## src/rtl/t_inst_stim.sv

```systemverilog
// Stimulus driver and self-checker for the t_inst_b leaf: LFSR-driven inputs, inverted-output checks.
// Optional T_INST_STIM_STOP_EN: report the first mismatching cycle and $stop (simulation only).
module t_inst_stim #(
  parameter int unsigned NUM_CYCLES = 20,
  parameter logic [31:0] SEED       = 32'h0000_0001
) (
  input  logic         clk,
  input  logic         reset_l,
  input  logic         start,
  output logic         i_seq,
  output logic         i_com,
  output logic [1:0]   i2_com,
  output logic [127:0] wide_for_trace,
  output logic [127:0] wide_for_trace_2,
  input  logic         o_seq_d1r,
  input  logic         o_com,
  input  logic [1:0]   o2_com,
  output logic         busy,
  output logic         done,
  output logic         pass,
  output logic [7:0]   err_count,
  output logic [15:0]  cyc_count
);

  typedef enum logic [1:0] {
    ST_IDLE  = 2'd0,
    ST_RUN   = 2'd1,
    ST_DRAIN = 2'd2,
    ST_DONE  = 2'd3
  } state_t;

  // A zero seed would lock the LFSR, so it is replaced by 1
  localparam logic [31:0] SEED_EFF  = (SEED == 32'd0) ? 32'd1 : SEED;
  localparam logic [31:0] LFSR_TAPS = 32'h8020_0003;
  localparam logic [15:0] LAST_CYC  = 16'(NUM_CYCLES - 1);

  function automatic logic [31:0] lfsr_next(input logic [31:0] v);
    logic [31:0] r;
    if (v[0]) begin
      r = (v >> 1) ^ LFSR_TAPS;
    end else begin
      r = v >> 1;
    end
    return r;
  endfunction

  state_t         state_r, state_s;
  logic [31:0]    lfsr_r, lfsr_s;
  logic           stim_ld_s;
  logic [31:0]    stim_src_s;
  logic           i_seq_r, i_seq_s;
  logic           i_com_r, i_com_s;
  logic [1:0]     i2_com_r, i2_com_s;
  logic [127:0]   wide_r, wide_s;
  logic [127:0]   wide2_r, wide2_s;
  logic           seq_exp_r, seq_exp_s;
  logic           seq_vld_r, seq_vld_s;
  logic [7:0]     err_cnt_r, err_cnt_s, err_upd_s;
  logic [15:0]    cyc_cnt_r, cyc_cnt_s;
  logic           busy_r, busy_s;
  logic           done_r, done_s;
  logic           pass_r, pass_s;
  logic           com_err_s, com2_err_s, comb_err_s, seq_err_s;

  assign com_err_s  = (state_r == ST_RUN) && (o_com != ~i_com_r);
  assign com2_err_s = (state_r == ST_RUN) && (o2_com != ~i2_com_r);
  assign comb_err_s = com_err_s || com2_err_s;
  assign seq_err_s  = ((state_r == ST_RUN) || (state_r == ST_DRAIN)) && seq_vld_r &&
                      (o_seq_d1r != seq_exp_r);
  assign err_upd_s  = ((comb_err_s || seq_err_s) && (err_cnt_r != 8'hFF)) ?
                      (err_cnt_r + 8'd1) : err_cnt_r;

  // Next-state and next-register values for the test sequencer
  always_comb begin
    state_s    = state_r;
    lfsr_s     = lfsr_r;
    stim_ld_s  = 1'b0;
    stim_src_s = lfsr_r;
    seq_exp_s  = seq_exp_r;
    seq_vld_s  = seq_vld_r;
    err_cnt_s  = err_cnt_r;
    cyc_cnt_s  = cyc_cnt_r;
    busy_s     = busy_r;
    done_s     = done_r;
    pass_s     = pass_r;
    case (state_r)
      ST_IDLE, ST_DONE: begin
        if (start) begin
          stim_ld_s  = 1'b1;
          stim_src_s = SEED_EFF;
          lfsr_s     = lfsr_next(SEED_EFF);
          err_cnt_s  = 8'd0;
          cyc_cnt_s  = 16'd0;
          seq_vld_s  = 1'b0;
          busy_s     = 1'b1;
          done_s     = 1'b0;
          pass_s     = 1'b0;
          state_s    = ST_RUN;
        end else begin
          state_s = state_r;
        end
      end
      ST_RUN: begin
        stim_ld_s  = 1'b1;
        stim_src_s = lfsr_r;
        lfsr_s     = lfsr_next(lfsr_r);
        cyc_cnt_s  = cyc_cnt_r + 16'd1;
        seq_exp_s  = ~i_seq_r;
        seq_vld_s  = 1'b1;
        err_cnt_s  = err_upd_s;
        if (cyc_cnt_r == LAST_CYC) begin
          state_s = ST_DRAIN;
        end else begin
          state_s = ST_RUN;
        end
      end
      ST_DRAIN: begin
        err_cnt_s = err_upd_s;
        busy_s    = 1'b0;
        done_s    = 1'b1;
        pass_s    = (err_upd_s == 8'd0);
        state_s   = ST_DONE;
      end
      default: begin
        busy_s  = 1'b0;
        done_s  = 1'b0;
        pass_s  = 1'b0;
        state_s = ST_IDLE;
      end
    endcase
  end

  // Stimulus fan-out from the selected LFSR word
  always_comb begin
    i_seq_s  = i_seq_r;
    i_com_s  = i_com_r;
    i2_com_s = i2_com_r;
    wide_s   = wide_r;
    wide2_s  = wide2_r;
    if (stim_ld_s) begin
      i_seq_s  = stim_src_s[0];
      i_com_s  = stim_src_s[1];
      i2_com_s = stim_src_s[3:2];
      wide_s   = {4{stim_src_s}};
      wide2_s  = ~{4{stim_src_s}};
    end else begin
      i_seq_s  = i_seq_r;
      i_com_s  = i_com_r;
      i2_com_s = i2_com_r;
      wide_s   = wide_r;
      wide2_s  = wide2_r;
    end
  end

  // State, LFSR, stimulus and status registers with synchronous reset
  always_ff @(posedge clk) begin
    if (!reset_l) begin
      state_r   <= ST_IDLE;
      lfsr_r    <= SEED_EFF;
      i_seq_r   <= 1'b0;
      i_com_r   <= 1'b0;
      i2_com_r  <= 2'b00;
      wide_r    <= 128'd0;
      wide2_r   <= 128'd0;
      seq_exp_r <= 1'b0;
      seq_vld_r <= 1'b0;
      err_cnt_r <= 8'd0;
      cyc_cnt_r <= 16'd0;
      busy_r    <= 1'b0;
      done_r    <= 1'b0;
      pass_r    <= 1'b0;
    end else begin
      state_r   <= state_s;
      lfsr_r    <= lfsr_s;
      i_seq_r   <= i_seq_s;
      i_com_r   <= i_com_s;
      i2_com_r  <= i2_com_s;
      wide_r    <= wide_s;
      wide2_r   <= wide2_s;
      seq_exp_r <= seq_exp_s;
      seq_vld_r <= seq_vld_s;
      err_cnt_r <= err_cnt_s;
      cyc_cnt_r <= cyc_cnt_s;
      busy_r    <= busy_s;
      done_r    <= done_s;
      pass_r    <= pass_s;
    end
  end

  assign i_seq            = i_seq_r;
  assign i_com            = i_com_r;
  assign i2_com           = i2_com_r;
  assign wide_for_trace   = wide_r;
  assign wide_for_trace_2 = wide2_r;
  assign busy             = busy_r;
  assign done             = done_r;
  assign pass             = pass_r;
  assign err_count        = err_cnt_r;
  assign cyc_count        = cyc_cnt_r;

`ifdef T_INST_STIM_STOP_EN
  logic [2:0]  stop_fld_r;
  logic [15:0] stop_cyc_r;
  logic        stop_seen_r;

  // Capture the failing fields at the edge so the report follows the err_count update
  always_ff @(posedge clk) begin
    if (!reset_l) begin
      stop_fld_r <= 3'b000;
      stop_cyc_r <= 16'd0;
    end else begin
      stop_fld_r <= {seq_err_s, com_err_s, com2_err_s};
      stop_cyc_r <= cyc_cnt_r;
    end
  end

  // Report the first mismatching cycle and halt, later in the same clock period
  always @(negedge clk) begin
    if (!reset_l) begin
      stop_seen_r = 1'b0;
    end else if ((stop_fld_r != 3'b000) && !stop_seen_r) begin
      stop_seen_r = 1'b1;
      $write("%%Error: cyc=%0d%s%s%s mismatch\n", stop_cyc_r,
             stop_fld_r[2] ? " seq" : "", stop_fld_r[1] ? " com" : "",
             stop_fld_r[0] ? " com2" : "");
      $stop;
    end
  end
`else
`endif

endmodule

```

## config.mk

```make
export PLATFORM = sky130hd
export DESIGN_NAME = t_inst_stim
export DESIGN_NICKNAME = d
export VERILOG_FILES = /design/src/rtl/t_inst_stim.sv
export SDC_FILE = /design/constraint.sdc
export NUM_CORES = 1
export LEC_CHECK = 0
export CAP_MARGIN = 10
export CORE_ASPECT_RATIO = 1.2
export CORE_MARGIN = 8
export CORE_UTILIZATION = 25
export DETAILED_ROUTE_END_ITERATION = 10
export GPL_ROUTABILITY_DRIVEN = 0
export MAX_ROUTING_LAYER = met4
export SLEW_MARGIN = 10
export SYNTH_ARGS = -nofsm -noshare
export SYNTH_HDL_FRONTEND = slang
export SYNTH_SLANG_ARGS = --single-unit
export TNS_END_PERCENT = 20
```

## constraint.sdc

```tcl
create_clock -name clk -period 2.6 [get_ports clk]
set_clock_uncertainty 0.15 [all_clocks]
set_input_delay 0.52 -clock clk [delete_from_list [all_inputs] [get_ports clk]]
set_output_delay 0.52 -clock clk [all_outputs]
set_load 0.03 [all_outputs]
```

-- After elaboration in Yosys (flattened, before gate mapping)
Cells that the tools add are included.
- RAM bits: 0
- memories: 0
- output and inout port bits: 287
- ROM bits: 0
- input bits: 7
- register bits: 323
- latch bits: 0
- logic and storage cells: 67
- bitwise logic cells: 5
- order comparisons: 0
- shift operators: 0
- muxes and demuxes: 21
- divide/modulo/power cells: 0
- add/subtract/negate cells: 2
- equal/unequal tests: 9
- reductions and logical operators: 16
- multipliers: 0
- operator list (cell ; number):
    32-bit 2-to-1 mux ; 4
    128-bit inverter ; 1
    32-bit case mux with 2 select lines ; 1
    16-bit case mux with 2 select lines ; 1
    16-bit by 1-bit adder with 16-bit output (second input constant) ; 1
    16-bit by 5-bit equality test with 1-bit output (second input constant) ; 1
    16-bit 2-to-1 mux ; 1
    8-bit 2-to-1 mux ; 2
    8-bit case mux with 2 select lines ; 1
    1-bit case mux with 2 select lines ; 5
    8-bit by 1-bit adder with 8-bit output (second input constant) ; 1
    8-bit zero test ; 1
    8-bit inequality test (second input constant) ; 1
    2-bit case mux with 3 select lines ; 1
    1-bit logical AND ; 5
    2-bit equality test (second input constant) ; 2
    2-bit 2-to-1 mux ; 2
    3-bit inverter with 4-bit output ; 1
    2-bit AND reduction ; 2
    2-bit nonzero test ; 2
    2-bit OR reduction ; 2
    1-bit logical OR ; 3
    1-bit 2-to-1 mux ; 3
    2-bit by 1-bit equality test with 1-bit output (second input constant) ; 1
    6 further kinds ; 8

-- Logic depth before layout (Yosys ltp)
- word-level depth: 9
- gate-level depth with buffers: 11
- gate-level depth less buffers: 8

-- Worst setup path after synthesis
Ideal clock, no wire load.
- path kind: register -> register
- start: register state_r[0]
- end: register pass_r, in the netlist pass
- path slack: 0.282 ns
- clock period less this slack: 2.318 ns
- setup time: 0.088 ns
- data arrival time: 2.079 ns
- buffers on the path: 1
- data required time: 2.362 ns
- stages on the path, launching flop included: 10
- cell sequence: dfxtp_1 -> inv_1 -> ha_1 -> buf_4 -> inv_2 -> a32oi_2 -> and2_4 -> o41a_1 -> or2_1 -> o32ai_2
- longest elaborated chain between the ends: 9
- elaborated cells on any way between the ends: 19
- classes of those cells: eq/ne (4); mux (2); reduce/logical (13)
- ends and longest elaborated chain (what ; RTL line ; RTL):
    start: declaration ; 47 ; state_t state_r, state_s;
    start signal: assignment ; 173 ; state_r <= state_s;
    2-bit by 1-bit equality test with 1-bit output / 2-bit equality test (equally long branches) ; - ;
    1-bit logical OR ; 68 ; assign seq_err_s = ((state_r == ST_RUN) || (state_r == ST_DRAIN)) && seq_vld_r &&
    1-bit logical AND (2 in series) ; 68 ;
    1-bit logical OR ; 70 ; assign err_upd_s = ((comb_err_s || seq_err_s) && (err_cnt_r != 8'hFF)) ?
    1-bit logical AND ; 70 ;
    8-bit 2-to-1 mux ; 70 ;
    8-bit zero test ; 121 ; pass_s = (err_upd_s == 8'd0);
    1-bit case mux with 2 select lines ; 86 ; case (state_r)
    end signal: assignment ; 186 ; pass_r <= pass_s;
    end: declaration ; 62 ; logic pass_r, pass_s;
Several ways; a longest one is shown, not always the timed one.
A chain may end at the register's enable or synchronous reset.

-- Worst setup path after layout
- start: register wide_r[97], in the netlist wide_for_trace[97]
- end: output port wide_for_trace[97]
- RTL lines (what ; RTL line ; RTL):
    start: declaration ; 54 ; logic [127:0] wide_r, wide_s;
    start signal: assignment ; 178 ; wide_r <= wide_s;
    end: declaration ; 13 ; output logic [127:0] wide_for_trace,
No word-level cell between the ends.

==> impl_metrics.py <==
metrics = {
    "synth": {
        "ys.flop_type": "dfxtp_1",
        "ys_async_sr_fraction_pct": 0,
        "synth-adder-area-share_pct": 0.967,
        "ys_seq_area_share_pct": 39.3,
        "netlist_area_mm2": 0.00647,
        "synth_top_family_by_area": "buffers and inverters",
        "synth_compound_area_share_pct": 17.4,
        "synthesis.nets": 820,
        "synthCells": 808,
        "ys_warn_count": 0,
        "muxShareOfSynthArea_pct": 0.329,
        "synth_edf_count": 0,
        "syn-mean-instance-area_um2": 8.00,
        "yosys.area_share.xor_xnor_pct": 1.08,
        "synth-seq-cells": 127,
        "yosysUniqueCellTypes": 52,
        "synthSimpleGateAreaFrac_pct": 15.2,
    },
    "sta": {
        "maxSlewViolCount": 0,
        "rsz0062_at_grt": "no",
        "fin_crit_ns": 2.40,
        "setup_violations": 0,
        "hold_ws_ns": 0.316,
        "maxSlewHeadroom_pct": 67.5,
        "worst_slew_pin_slew_ns": 0.486,
        "hold_violations": 0,
        "post-route-period-util_pct": 92.4,
        "fmax_mhz": 416,
    },
    "clock_network": {
        "clk_path_buf_depth": 2,
        "clk_pin_slew_worst_paths_ns": 0.05,
        "h-tree-depth": 4,
        "cts_hold_buffers": 0,
        "cts_buffers": 17,
        "worstSkewPairLatency_ns": 0.41,
        "post_cts_buffers": 0,
        "clock-sinks": 127,
        "cts_root_buffer": "clkbuf_16",
        "cts_tree": "yes",
        "cts-resized-gates": 0,
    },
    "placed_design": {
        "post-dp-hpwl_um": 14900,
        "dp.cells": 1221,
        "portBuffers": 293,
    },
    "floorplan": {
        "die_x_um": 163,
        "die-area_mm2": 0.0313,
        "core_region_area_mm2": 0.0255,
        "rows": 64,
        "io_pins": 294,
        "start_util_pct": 25.4,
        "die_h_um": 192,
    },
    "status": {
        "run_status": "finished clean",
    },
    "grt": {
        "track_usage_pct": 12.4,
        "grt_pass1_wl_um": 30100,
        "antenna_found_initial": 0,
        "grt_pass1_vias": 5468,
        "overflow": 0,
        "grt_start_max_net_pins": 52,
    },
    "final_layout": {
        "layoutNonFillerInstCount": 1252,
        "drive_gt1_share_pct": 7.38,
        "mostFrequentLayoutCells": "clkdlybuf4s50_1, nand2_1, dfxtp_1, a21oi_1, o21ai_0",
        "regArea_mm2": 0.00254,
        "antenna_cells": 0,
        "syn_to_final_growth_pct": 40.0,
        "finalNetCount": 922,
        "filler_cell_count": 2646,
        "multiInputGateArea_mm2": 0.00230,
        "layout_commonest_cell": "clkdlybuf4s50_1",
    },
    "critical_path": {
        "cp.required_ns": 1.93,
        "crit_path_max_incr_delay_ns": 0.76,
        "crit_type": "flip-flop to output port",
        "arrival_ns": 1.73,
        "critical_path.startpoint_type": "flip-flop",
        "path_max_fanout": 7,
        "crit_chain": "clkdlybuf4s50_1",
        "cp_slowest_cell": "clkdlybuf4s50_1",
        "cpLargestDelayFamily": "buffers and inverters",
        "critPathBufInv": 1,
        "end_kind": "output port",
    },
    "route": {
        "drt_pass1_iterations": 4,
        "num_vias": 5516,
        "ant_nets": 0,
        "drc": 0,
        "drt_iter0_markers": 311,
        "wirelength_um": 20000,
        "vias_per_cell": 4.41,
        "wl_per_cell_um": 16.0,
    },
    "min_path": {
        "hp-class": "flip-flop to flip-flop",
    },
    "power_and_ir_drop": {
        "p_per_area_mw_per_mm2": 1190,
        "leakagePower_nw": 3.13,
        "worst_ir_drop_vdd_mv": 0.587,
    },
    "flow_run": {
        "cap_viol_max_count": 0,
    },
}
layout make-up:
cell class | instances | share of cell area, %
Tap cell | 330 | 4.56
Inverter | 9 | 0.373
Timing Repair Buffer | 319 | 34.8
Clock buffer | 22 | 5.35
Clock inverter | 9 | 1.46
Multi-Input combinational cell | 436 | 25.4
Sequential cell | 127 | 28.1
metal layers:
layer	vias up	GRT usage [%]	wire length, um
li1	2724	-	-
met1	2586	13.0	7990
met2	196	22.5	10300
met3	10	3.64	1550
met4	0	3.25	134
met5	-	-	0
path summary, 6_finish.rpt:
kind | startpoint | slack, ns | to | depth (start not counted)
max reg2reg | state_r[0]$_SDFFE_PN0P_ | 0.27 | pass$_SDFFE_PN0P_ | 8
min | lfsr_r[15]$_SDFFE_PN0P_ | 0.32 | lfsr_r[15]$_SDFFE_PN0P_ | 2
max | wide_for_trace[97]$_SDFFE_PN0P_ | 0.20 | wide_for_trace[97] | 1
min reg2reg | lfsr_r[15]$_SDFFE_PN0P_ | 0.32 | lfsr_r[15]$_SDFFE_PN0P_ | 2
kinds of logic (layout without fill, tap and decap cells):
kind of cell,count (synthesis),after routing
AO/OA/AOI/OAI,194,194
multiplexers,2,2
adder cells (fa/ha/maj),5,5
XOR/XNOR,8,8
flip-flops,127,127
AND/OR/NAND/NOR,227,227
buffers and inverters,245,359
synthesized netlist by cell type (2+ instances only):
master / count / area share, %
clkbuf_1: 34 / 2.0
o21ai_0: 43 / 3.3
nand4_1: 3 / 0.29
a31oi_1: 5 / 0.48
and3_1: 5 / 0.48
nor2b_1: 3 / 0.29
a311oi_1: 5 / 0.68
a41oi_1: 4 / 0.54
a21oi_1: 109 / 8.4
nand3b_1: 2 / 0.23
nand3_1: 10 / 0.77
or2_1: 2 / 0.19
nor4_1: 2 / 0.19
a22oi_1: 5 / 0.58
ha_1: 5 / 0.97
nor3b_1: 3 / 0.35
nor2_1: 32 / 1.9
o21ai_1: 2 / 0.15
buf_2: 5 / 0.39
xor2_1: 3 / 0.41
nand2_1: 142 / 8.2
dfxtp_1: 127 / 39
nor4b_1: 3 / 0.41
nor3_1: 12 / 0.93
buf_4: 197 / 23
o211a_1: 7 / 1.1
o21bai_1: 2 / 0.23
inv_1: 8 / 0.46
xnor2_1: 5 / 0.68
stage by stage:
stage	TNS (ns)	cell area, um^2	power [W]	setup WS, ns	utilization, %
floorplan	0	6470	0.00662	0.282	-
global placement	-0.0426	8440	0.00839	-0.0426	33.1
detailed placement	-0.0688	8440	0.00844	-0.0609	33.1
CTS	0	9060	0.0110	0.116	35.6
global route	0	9060	0.0114	0.122	35.6
finish	0	9060	0.0108	0.196	35.6
power breakdown:
group / internal, W / switching [W] / leakage (nW) / total [W]
Combinational: 0.00211 / 0.00359 / 1.81 / 0.00570
Clock: 0.00160 / 0.000876 / 0.286 / 0.00248
Sequential: 0.00225 / 0.000367 / 1.04 / 0.00262
Total: 0.00597 / 0.00483 / 3.13 / 0.0108
sequential cells by signal, indices dropped and copies added, names as in the netlist:
signal / flops
busy: 1
cyc_count: 16
done: 1
err_count: 8
i2_com: 1
lfsr_r: 32
pass: 1
seq_exp_r: 1
seq_vld_r: 1
state_r: 2
wide_for_trace: 31
wide_for_trace_2: 32
Note: power is estimated with default switching activity, not from simulation.
